--- config.mk ---
export PLATFORM = sky130hd
export DESIGN_NAME = life_vga_renderer
export DESIGN_NICKNAME = d
export VERILOG_FILES = /design/src/rtl/life_vga_renderer.sv
export SDC_FILE = /design/constraint.sdc
export NUM_CORES = 1
export LEC_CHECK = 0
export CAP_MARGIN = 40
export CORE_AREA = 4 4 117 63
export CTS_CLUSTER_SIZE = 28
export DETAILED_ROUTE_END_ITERATION = 8
export DIE_AREA = 0 0 121 67
export PLACE_DENSITY = 0.79
export SLEW_MARGIN = 20
export SYNTH_ARGS = -nofsm -noshare
export SYNTH_HDL_FRONTEND = slang
export SYNTH_SLANG_ARGS = --single-unit
--- constraint.sdc ---
create_clock -name clk -period 2 [get_ports clk]
set_input_delay 0.2 -clock clk [delete_from_list [all_inputs] [get_ports clk]]
set_output_delay 0.2 -clock clk [all_outputs]
set_load 0.02 [all_outputs]
--- src/rtl/life_vga_renderer.sv ---
`default_nettype none
// ============================================================================
// Module   : life_vga_renderer
// Purpose  : Pixel pipeline between the VGA sync generator and the board pins.
//            Tracks the raster position as a 64x48 cell coordinate without a
//            divider, fetches the current board row through a one-cycle
//            synchronous read port, and emits registered RGB with a cursor
//            overlay. h/v sync are delayed by the same three clocks as the
//            colour, so all VGA pins change on the same edge. A once-per-frame
//            strobe marks the raster origin for the generation engine.
//
// Ports    : clk            pixel clock (same clock that advances counter_x)
//            reset_n        asynchronous, active-low reset
//            counter_x/y    raster column / line from the sync generator
//            in_display     high inside the 640x480 visible area
//            hsync_in       raw horizontal sync (polarity is passed through)
//            vsync_in       raw vertical sync (polarity is passed through)
//            cell_rd_row    board row address (registered)
//            cell_rd_data   board row word, valid 1 clk after cell_rd_row
//            cursor_x/y     cursor cell, quasi-static; out of range = hidden
//            vga_r/g/b      registered colour
//            vga_h_sync     hsync_in delayed 3 clk
//            vga_v_sync     vsync_in delayed 3 clk
//            frame_start    one-clk pulse, 1 clk after the raster origin
//
// Build    : LIFE_GRID_EN  when defined, dead cells draw a 1-pixel blue grid
//                          on their first column and first line. When
//                          undefined, vga_b is tied low.
//
// Revision : 1.0  initial release
// ============================================================================
module life_vga_renderer #(
  parameter int COLS    = 64,
  parameter int ROWS    = 48,
  parameter int CELL_PX = 10
) (
  input  logic                      clk,
  input  logic                      reset_n,
  input  logic [9:0]                counter_x,
  input  logic [9:0]                counter_y,
  input  logic                      in_display,
  input  logic                      hsync_in,
  input  logic                      vsync_in,
  output logic [$clog2(ROWS)-1:0]   cell_rd_row,
  input  logic [COLS-1:0]           cell_rd_data,
  input  logic [$clog2(COLS)-1:0]   cursor_x,
  input  logic [$clog2(ROWS)-1:0]   cursor_y,
  output logic                      vga_r,
  output logic                      vga_g,
  output logic                      vga_b,
  output logic                      vga_h_sync,
  output logic                      vga_v_sync,
  output logic                      frame_start
);

  localparam int C_COL_W = $clog2(COLS);
  localparam int C_ROW_W = $clog2(ROWS);
  localparam int C_SUB_W = $clog2(CELL_PX);

  localparam logic [C_COL_W-1:0] C_COL_LAST = C_COL_W'(COLS - 1);
  localparam logic [C_ROW_W-1:0] C_ROW_LAST = C_ROW_W'(ROWS - 1);
  localparam logic [C_SUB_W-1:0] C_SUB_LAST = C_SUB_W'(CELL_PX - 1);
  localparam logic [C_SUB_W-1:0] C_SUB_ZERO = '0;

  // --------------------------------------------------------------------------
  // Raster landmarks
  // --------------------------------------------------------------------------
  logic w_line_start;
  logic w_origin;

  assign w_line_start = (counter_x == 10'd0);
  assign w_origin     = w_line_start && (counter_y == 10'd0);

  // --------------------------------------------------------------------------
  // Stage 1: position tracking
  // The cell index is counted in CELL_PX-pixel steps instead of dividing the
  // raster counters. Columns restart at every line start; rows step once per
  // line and are only forced to zero at the frame origin, so after a
  // mid-frame reset the row index is exact again from the next origin.
  // --------------------------------------------------------------------------
  logic [C_COL_W-1:0] r_col_idx;
  logic [C_SUB_W-1:0] r_col_sub;
  logic [C_ROW_W-1:0] r_row_idx;
  logic [C_SUB_W-1:0] r_row_sub;
  logic               r_s1_de;
  logic               r_s1_hs;
  logic               r_s1_vs;

  always_ff @(posedge clk or negedge reset_n) begin
    if (!reset_n) begin
      r_col_idx <= '0;
      r_col_sub <= '0;
    end else if (w_line_start) begin
      r_col_idx <= '0;
      r_col_sub <= '0;
    end else if (r_col_sub == C_SUB_LAST) begin
      r_col_sub <= '0;
      // Saturate so an overrunning raster stays on the last column.
      if (r_col_idx != C_COL_LAST) begin
        r_col_idx <= r_col_idx + 1'b1;
      end
    end else begin
      r_col_sub <= r_col_sub + 1'b1;
    end
  end

  always_ff @(posedge clk or negedge reset_n) begin
    if (!reset_n) begin
      r_row_idx <= '0;
      r_row_sub <= '0;
    end else if (w_origin) begin
      r_row_idx <= '0;
      r_row_sub <= '0;
    end else if (w_line_start) begin
      if (r_row_sub == C_SUB_LAST) begin
        r_row_sub <= '0;
        // Saturate through vertical blanking.
        if (r_row_idx != C_ROW_LAST) begin
          r_row_idx <= r_row_idx + 1'b1;
        end
      end else begin
        r_row_sub <= r_row_sub + 1'b1;
      end
    end
  end

  always_ff @(posedge clk or negedge reset_n) begin
    if (!reset_n) begin
      r_s1_de <= 1'b0;
      r_s1_hs <= 1'b0;
      r_s1_vs <= 1'b0;
    end else begin
      r_s1_de <= in_display;
      r_s1_hs <= hsync_in;
      r_s1_vs <= vsync_in;
    end
  end

  // The row index register doubles as the read address, so the row word
  // for a line arrives one clock after the line-start sample.
  assign cell_rd_row = r_row_idx;

  // --------------------------------------------------------------------------
  // Stage 2: forward position and control to line up with cell_rd_data
  // --------------------------------------------------------------------------
  logic [C_COL_W-1:0] r_s2_col_idx;
  logic [C_SUB_W-1:0] r_s2_col_sub;
  logic [C_ROW_W-1:0] r_s2_row_idx;
  logic [C_SUB_W-1:0] r_s2_row_sub;
  logic               r_s2_de;
  logic               r_s2_hs;
  logic               r_s2_vs;

  always_ff @(posedge clk or negedge reset_n) begin
    if (!reset_n) begin
      r_s2_col_idx <= '0;
      r_s2_col_sub <= '0;
      r_s2_row_idx <= '0;
      r_s2_row_sub <= '0;
      r_s2_de      <= 1'b0;
      r_s2_hs      <= 1'b0;
      r_s2_vs      <= 1'b0;
    end else begin
      r_s2_col_idx <= r_col_idx;
      r_s2_col_sub <= r_col_sub;
      // Row index is carried along too, so the pixels still draining from the
      // previous line are not compared against the next line's cursor row.
      r_s2_row_idx <= r_row_idx;
      r_s2_row_sub <= r_row_sub;
      r_s2_de      <= r_s1_de;
      r_s2_hs      <= r_s1_hs;
      r_s2_vs      <= r_s1_vs;
    end
  end

  // --------------------------------------------------------------------------
  // Stage 3: colour composition (cursor border > live cell > grid > black)
  // --------------------------------------------------------------------------
  logic w_live;
  logic w_cursor_cell;
  logic w_cell_border;
  logic w_cursor_px;
  logic w_red;
  logic w_green;

  assign w_live        = cell_rd_data[r_s2_col_idx];
  // An out-of-range cursor can never equal a saturated index, so it hides.
  assign w_cursor_cell = (r_s2_col_idx == cursor_x) && (r_s2_row_idx == cursor_y);
  assign w_cell_border = (r_s2_col_sub == C_SUB_ZERO) || (r_s2_col_sub == C_SUB_LAST) ||
                         (r_s2_row_sub == C_SUB_ZERO) || (r_s2_row_sub == C_SUB_LAST);
  assign w_cursor_px   = w_cursor_cell && w_cell_border;

  assign w_red   = r_s2_de && w_cursor_px;
  assign w_green = r_s2_de && !w_cursor_px && w_live;

  always_ff @(posedge clk or negedge reset_n) begin
    if (!reset_n) begin
      vga_r      <= 1'b0;
      vga_g      <= 1'b0;
      vga_h_sync <= 1'b0;
      vga_v_sync <= 1'b0;
    end else begin
      vga_r      <= w_red;
      vga_g      <= w_green;
      vga_h_sync <= r_s2_hs;
      vga_v_sync <= r_s2_vs;
    end
  end

`ifdef LIFE_GRID_EN
  // Grid line on the first column and first line of every dead cell.
  logic w_blue;

  assign w_blue = r_s2_de && !w_cursor_px && !w_live &&
                  ((r_s2_col_sub == C_SUB_ZERO) || (r_s2_row_sub == C_SUB_ZERO));

  always_ff @(posedge clk or negedge reset_n) begin
    if (!reset_n) begin
      vga_b <= 1'b0;
    end else begin
      vga_b <= w_blue;
    end
  end
`else
  assign vga_b = 1'b0;
`endif

  // --------------------------------------------------------------------------
  // Frame strobe: taken straight from the raster, not from the pixel pipe.
  // Edge-detected so a raster that lingers at the origin yields one pulse.
  // --------------------------------------------------------------------------
  logic r_origin_d;

  always_ff @(posedge clk or negedge reset_n) begin
    if (!reset_n) begin
      r_origin_d  <= 1'b0;
      frame_start <= 1'b0;
    end else begin
      r_origin_d  <= w_origin;
      frame_start <= w_origin && !r_origin_d;
    end
  end

endmodule
`default_nettype wire

; ---- After elaboration in Yosys (flattened, before gate mapping)
; Cells that the tools add are included.
[totals]
reg_bits = 52
in_bits = 101
output_inout_bits = 12
wordCells = 70
[classes]
addsub = 4
n_lt_le_gt_ge = 1
eq_ne = 8
n_mux = 14
n_reduce_logical = 23
[op_table]
columns = operator, n
row1 = 6-bit 2-to-1 mux, 7
row2 = 10-bit logical NOT, 2
row3 = 4-bit 2-to-1 mux, 5
row4 = 4-bit equality test (second input constant), 4
row5 = 6-bit by 1-bit adder with 6-bit output (second input constant), 2
row6 = 6-bit equality test, 2
row7 = 6-bit != test (second input constant), 2
row8 = 2-bit nonzero test, 5
row9 = 4-bit by 1-bit adder with 4-bit output (second input constant), 2
row10 = 4-bit logical NOT, 2
row11 = 1-bit logical AND, 7
row12 = 6-bit by 7-bit less-than comparator with 1-bit output (second input constant), 1
row13 = 1-bit binary-select mux with 6-bit select, 1
row14 = 1-bit logical OR, 3
row15 = 3-bit AND reduction, 1
row16 = 1-bit logical NOT, 2
row17 = 2-bit AND reduction, 1
row18 = 1-bit 2-to-1 mux, 1

; ---- Logic depth before layout (Yosys ltp)
[depth]
depth_word = 8
ltp_mapped = 7
ltp_nobuf = 7

; ---- Worst setup path before layout
; No wires, ideal clock.
[synth_timing]
kind = reg-to-reg
from = reg r_col_sub[1]
to = reg r_col_idx[3]
setup_ns = 0.121
arrival_time_ns = 1.633
required_time_ns = 1.879
path_slack_ns = 0.246
path_stages_with_launch = 8
path_buffers = 0
cell_sequence = dfrtp_1 -> inv_1 -> ha_1 -> nand2_1 -> a311oi_1 -> nand4_1 -> xor2_1 -> nor2_1
[synth_between]
elab_chain_cells = 3
[synth_rtl]
columns = element, line
row1 = "start, declared", 82  ; logic [C_SUB_W-1:0] r_col_sub;
row2 = "start signal, assigned", 103  ; r_col_sub <= r_col_sub + 1'b1;
row3 = 4-bit equality test, 96  ; end else if (r_col_sub == C_SUB_LAST) begin
row4 = 2-bit nonzero test (no line), -
row5 = 2-bit AND reduction (no line), -
row6 = "end signal, assigned", 100  ; r_col_idx <= r_col_idx + 1'b1;
row7 = "end, declared", 81  ; logic [C_COL_W-1:0] r_col_idx;
; Every way passes these cells.
; A chain may end at the register's enable or synchronous reset.

; ---- Worst setup path after layout
[layout_timing]
from = in counter_x[4]
to = reg r_row_sub[3]
[layout_between]
elab_chain_cells = 3
[layout_rtl]
columns = element, line
row1 = "start, declared", 39  ; input logic [9:0] counter_x,
row2 = 10-bit logical NOT (*), 71  ; assign w_line_start = (counter_x == 10'd0);
row3 = 1-bit logical AND, 72  ; assign w_origin = w_line_start && (counter_y == 10'd0);
row4 = 4-bit 2-to-1 mux / 2-bit nonzero test (equally long branches), -
row5 = "end signal, assigned", 122  ; r_row_sub <= r_row_sub + 1'b1;
row6 = "end, declared", 84  ; logic [C_SUB_W-1:0] r_row_sub;
; Mark *: on every way between the ends. The rest lies on a longest branch, timed or not.

==> summary.txt <==
Worst setup path
  • CP max-delay cell: or4_4
  • Ordered cell list for the critical path: clkdlybuf4s50_1, or4_4, nor4_4, buf_4, a21oi_1, mux2_2, o22ai_1
  • CP Capture Type: register
  • Slowest stage delay, CP: 0.53 ns
  • Critical Path Fanout Max: 5
  • CP Class: primary input to register
  • Setup crit start kind: primary input
  • Arrival time of the worst setup path: 2.09 ns
  • Req. time, crit path: 2.21 ns

Timing
  • Hold Slack: 0.01155 ns
  • RSZ-0062 raised after global routing: no
  • Crit share post-route: 93.73%
  • Clock skew: 0.009045 ns
  • Least-Margin Pin Slew: 0.6424 ns
  • Post-route minimum period: 1.875 ns
  • FMAX: 0.5335 GHz
  • Final TNS setup: 0 ns
  • Final Hold Viols: 0
  • Slew Viols, Final: 0
  • Slew Limit Headroom: 57.18%
  • Final setup fails: 0

Power
  • Total Power: 3.844 mW
  • PD cells: 936.3 nW/um^2
  • Leakage: 1.682 nW
  • Worst VDD drop: 0.5063 mV

Global routing
  • First-pass GRT wire length: 11.02 mm
  • Largest net degree at the start of global routing: 53
  • Gr usage total: 17.78%
  • Vias in the first global route: 2138
  • Antenna violations before repair: 0
  • Total grt overflow: 0

Yosys
  • Synth Cell Area: 2633 um^2
  • Sequential fraction of the synthesis area: 49.43%
  • Synth Area per Inst: 12.30 um^2
  • Synth Area in Adders: 2.852%
  • Main synth FF type: dfrtp_1
  • Largest family of logic cells by synthesized area: multiplexers
  • Main area contributors after synthesis: dfrtp_1, mux4_2, xnor2_1
  • Post-synthesis compound-gate area fraction: 3.992%
  • Yosys top cell by area: dfrtp_1
  • YS warnings: 0
  • Mapped Nets: 321
  • EDFF count, synth: 0
  • Post-synth cell types: 37
  • Synthesis-stage register bit count: 52
  • Synth Area in Simple Gates: 15.68%
  • Post-synth ARST share: 100.0%
  • Post-synth top area share: 49.43%
  • Synth Area in XOR/XNOR: 7.985%
  • Cell count after synthesis: 214
  • Mux share of post-synthesis cell area: 17.16%

Place
  • Final RePlAce weighted congestion: 0.7414
  • Placed cells: 419
  • Port Buffers: 111
  • Post-detail-place hpwl: 5.622 mm

Finish
  • Reg area: 1303 um^2
  • Area of the multi-input gates: 1259 um^2
  • Layout Nets: 443
  • Layout cell share with drive strength beyond 1: 13.06%
  • # fillers: 489
  • Layout area overhead: 55.94%
  • ANT cells: 0
  • Post-layout util: 63.77%
  • Non-filler instance count after layout: 429

Routing
  • Via count: 2146
  • Avg Vias per Cell: 5.002
  • Iter 0 DRT Violations: 163
  • Total Wirelength: 7.168 mm
  • DRC: 0
  • Wire length per cell: 16.71 um
  • Antenna Nets Post-Route: 0
  • TritonRoute pass-1 iters: 4

Floorplan
  • Initial Util: 40.89%
  • Io pins: 113
  • Die area: 8107 um^2
  • Die Width: 121 um
  • Die H: 67 um
  • Std cell rows: 21
  • Placeable Area: 6437 um^2

Clocking
  • Clock Tree Buf Depth: 2
  • CTS buffer count: 5
  • Clk_lat worst skew: 0.29 ns
  • Worst-path clk slew: 0.07 ns
  • CTS Hold Bufs: 0
  • CTS HTree Levels: 2
  • CTS tree: done
  • Clock sinks: 52
  • Clock root cell: clkbuf_16

Outcome
  • Status: finished clean

Min path
  • Class of the worst hold path: primary input to asynchronous set/reset pin

Job
  • Max_cap viols: 0
## routing by layer
| metal | share of wire (%) | track usage [%] | up-vias | wire length (um) |
|---|---|---|---|---|
| met3 | 6.3 | 5.004 | 4 | 454 |
| met1 | 48 | 25.56 | 1058 | 3464 |
| met2 | 45 | 27.16 | 62 | 3216 |
| li1 | - | - | 1022 | - |
| met5 | 0 | 0 | - | 0 |
| met4 | 0.46 | 2.966 | 0 | 33 |
## worst max-delay path, delay by kind of cell
kind / cells / cell delay, ns
muxes: 1 / 0.26
and+or+nand+nor: 2 / 0.83
buffers and inverters: 2 / 0.62
AOI/OAI and AO/OA: 2 / 0.17
## sequential cells by signal, indices dropped and copies added (netlist names)
signal and cells:
cell_rd_row 6, frame_start 1, r_col_idx 6, r_col_sub 4, r_origin_d 1, r_row_sub 4, r_s1_de 1, r_s1_hs 1
r_s1_vs 1, r_s2_col_idx 6, r_s2_col_sub 4, r_s2_de 1, r_s2_hs 1, r_s2_row_idx 6, r_s2_row_sub 4, r_s2_vs 1
vga_g 1, vga_h_sync 1, vga_r 1, vga_v_sync 1
## cell usage after synthesis, types with 2 or more instances
| cell type | n |
|---|---|
| and3_1 | 3 |
| nor2b_1 | 2 |
| mux2i_1 | 8 |
| xor2_1 | 10 |
| nand2_1 | 12 |
| ha_1 | 6 |
| nand4_1 | 7 |
| nand3_1 | 5 |
| or4_1 | 3 |
| o22ai_1 | 2 |
| mux4_2 | 15 |
| buf_2 | 4 |
| clkbuf_1 | 2 |
| nor3_1 | 6 |
| and2_1 | 3 |
| o21ai_0 | 5 |
| nor2_1 | 16 |
| inv_1 | 4 |
| a21oi_1 | 5 |
| dfrtp_1 | 52 |
| buf_4 | 4 |
| nand2b_1 | 4 |
| xnor2_1 | 14 |
| a2111oi_0 | 2 |
| nor4_1 | 4 |
| mux2_2 | 3 |
| nor3b_1 | 3 |
## cells in the final DEF (no fill, tap or decap), types with 5 or more instances in the layout
| master | synthesis | final |
|---|---|---|
| nand2_1 | 12 | 12 |
| buf_4 | 4 | 12 |
| xor2_1 | 10 | 10 |
| xnor2_1 | 14 | 14 |
| dfrtp_1 | 52 | 51 |
| clkdlybuf4s50_1 | 0 | 110 |
| nor2_1 | 16 | 16 |
| nor3_1 | 6 | 6 |
| a21oi_1 | 5 | 5 |
| mux2i_1 | 8 | 8 |
| ha_1 | 6 | 6 |
| clkbuf_16 | 0 | 5 |
| nand4_1 | 7 | 7 |
| o21ai_0 | 5 | 5 |
| nand3_1 | 5 | 5 |
| mux4_2 | 15 | 15 |
## stage by stage
stage,area (um^2),worst slack (ns)
finish,4105,0.1254
global placement,3911,-0.1081
detailed placement,3911,-0.1701
floorplan,2633,0.2459
global route,4105,0.01142
CTS,4089,0.09626
## what timing repair did
| item | in CTS | in global routing |
|---|---|---|
| resized for setup | 0 | 1 |
| hold endpoints to repair | 0 | 0 |
| endpoints found under the setup margin | 0 | 2 |
| buffers inserted | 0 | 2 |
## where the power goes
part	internal, mW	leakage [nW]	switching (mW)
clock network	0.627	0.0871	0.371
registers	1.25	0.631	0.251
logic	0.836	0.964	0.510
## final cells by class
| cell class | instances | share of cell area [%] |
|---|---|---|
| Clock buffer | 6 | 3.383 |
| Inverter | 4 | 0.3657 |
| Timing Repair Buffer | 125 | 30.11 |
| Clock inverter | 2 | 0.9448 |
| Sequential cell | 52 | 31.73 |
| Tap cell | 92 | 2.804 |
| Multi-Input combinational cell | 148 | 30.66 |
## logic make-up (layout without fill, tap and decap cells)
logic type,count (synthesis),in the layout
multiplexers,26,26
XOR/XNOR,24,24
other,1,1
flip-flops,52,52
buffers and inverters,14,137
AND/OR/NAND/NOR,74,74
AO/OA/AOI/OAI,17,17
adder cells (fa/ha/maj),6,6
## worst paths after layout
check	startpoint	to	slack [ns]	depth (start not counted)
min	reset_n	vga_v_sync	0.01	2
max in group asynchronous	reset_n	r_s2_col_idx[2]	1.51	2
min reg2reg	r_s2_hs	vga_h_sync	0.35	0
min in group clk	vsync_in	r_s1_vs	0.35	1
max	counter_x[4]	r_row_sub[3]	0.13	7
max reg2reg	r_s2_col_idx[1]	vga_g	0.15	6
Power figures use the tool's default switching activity.
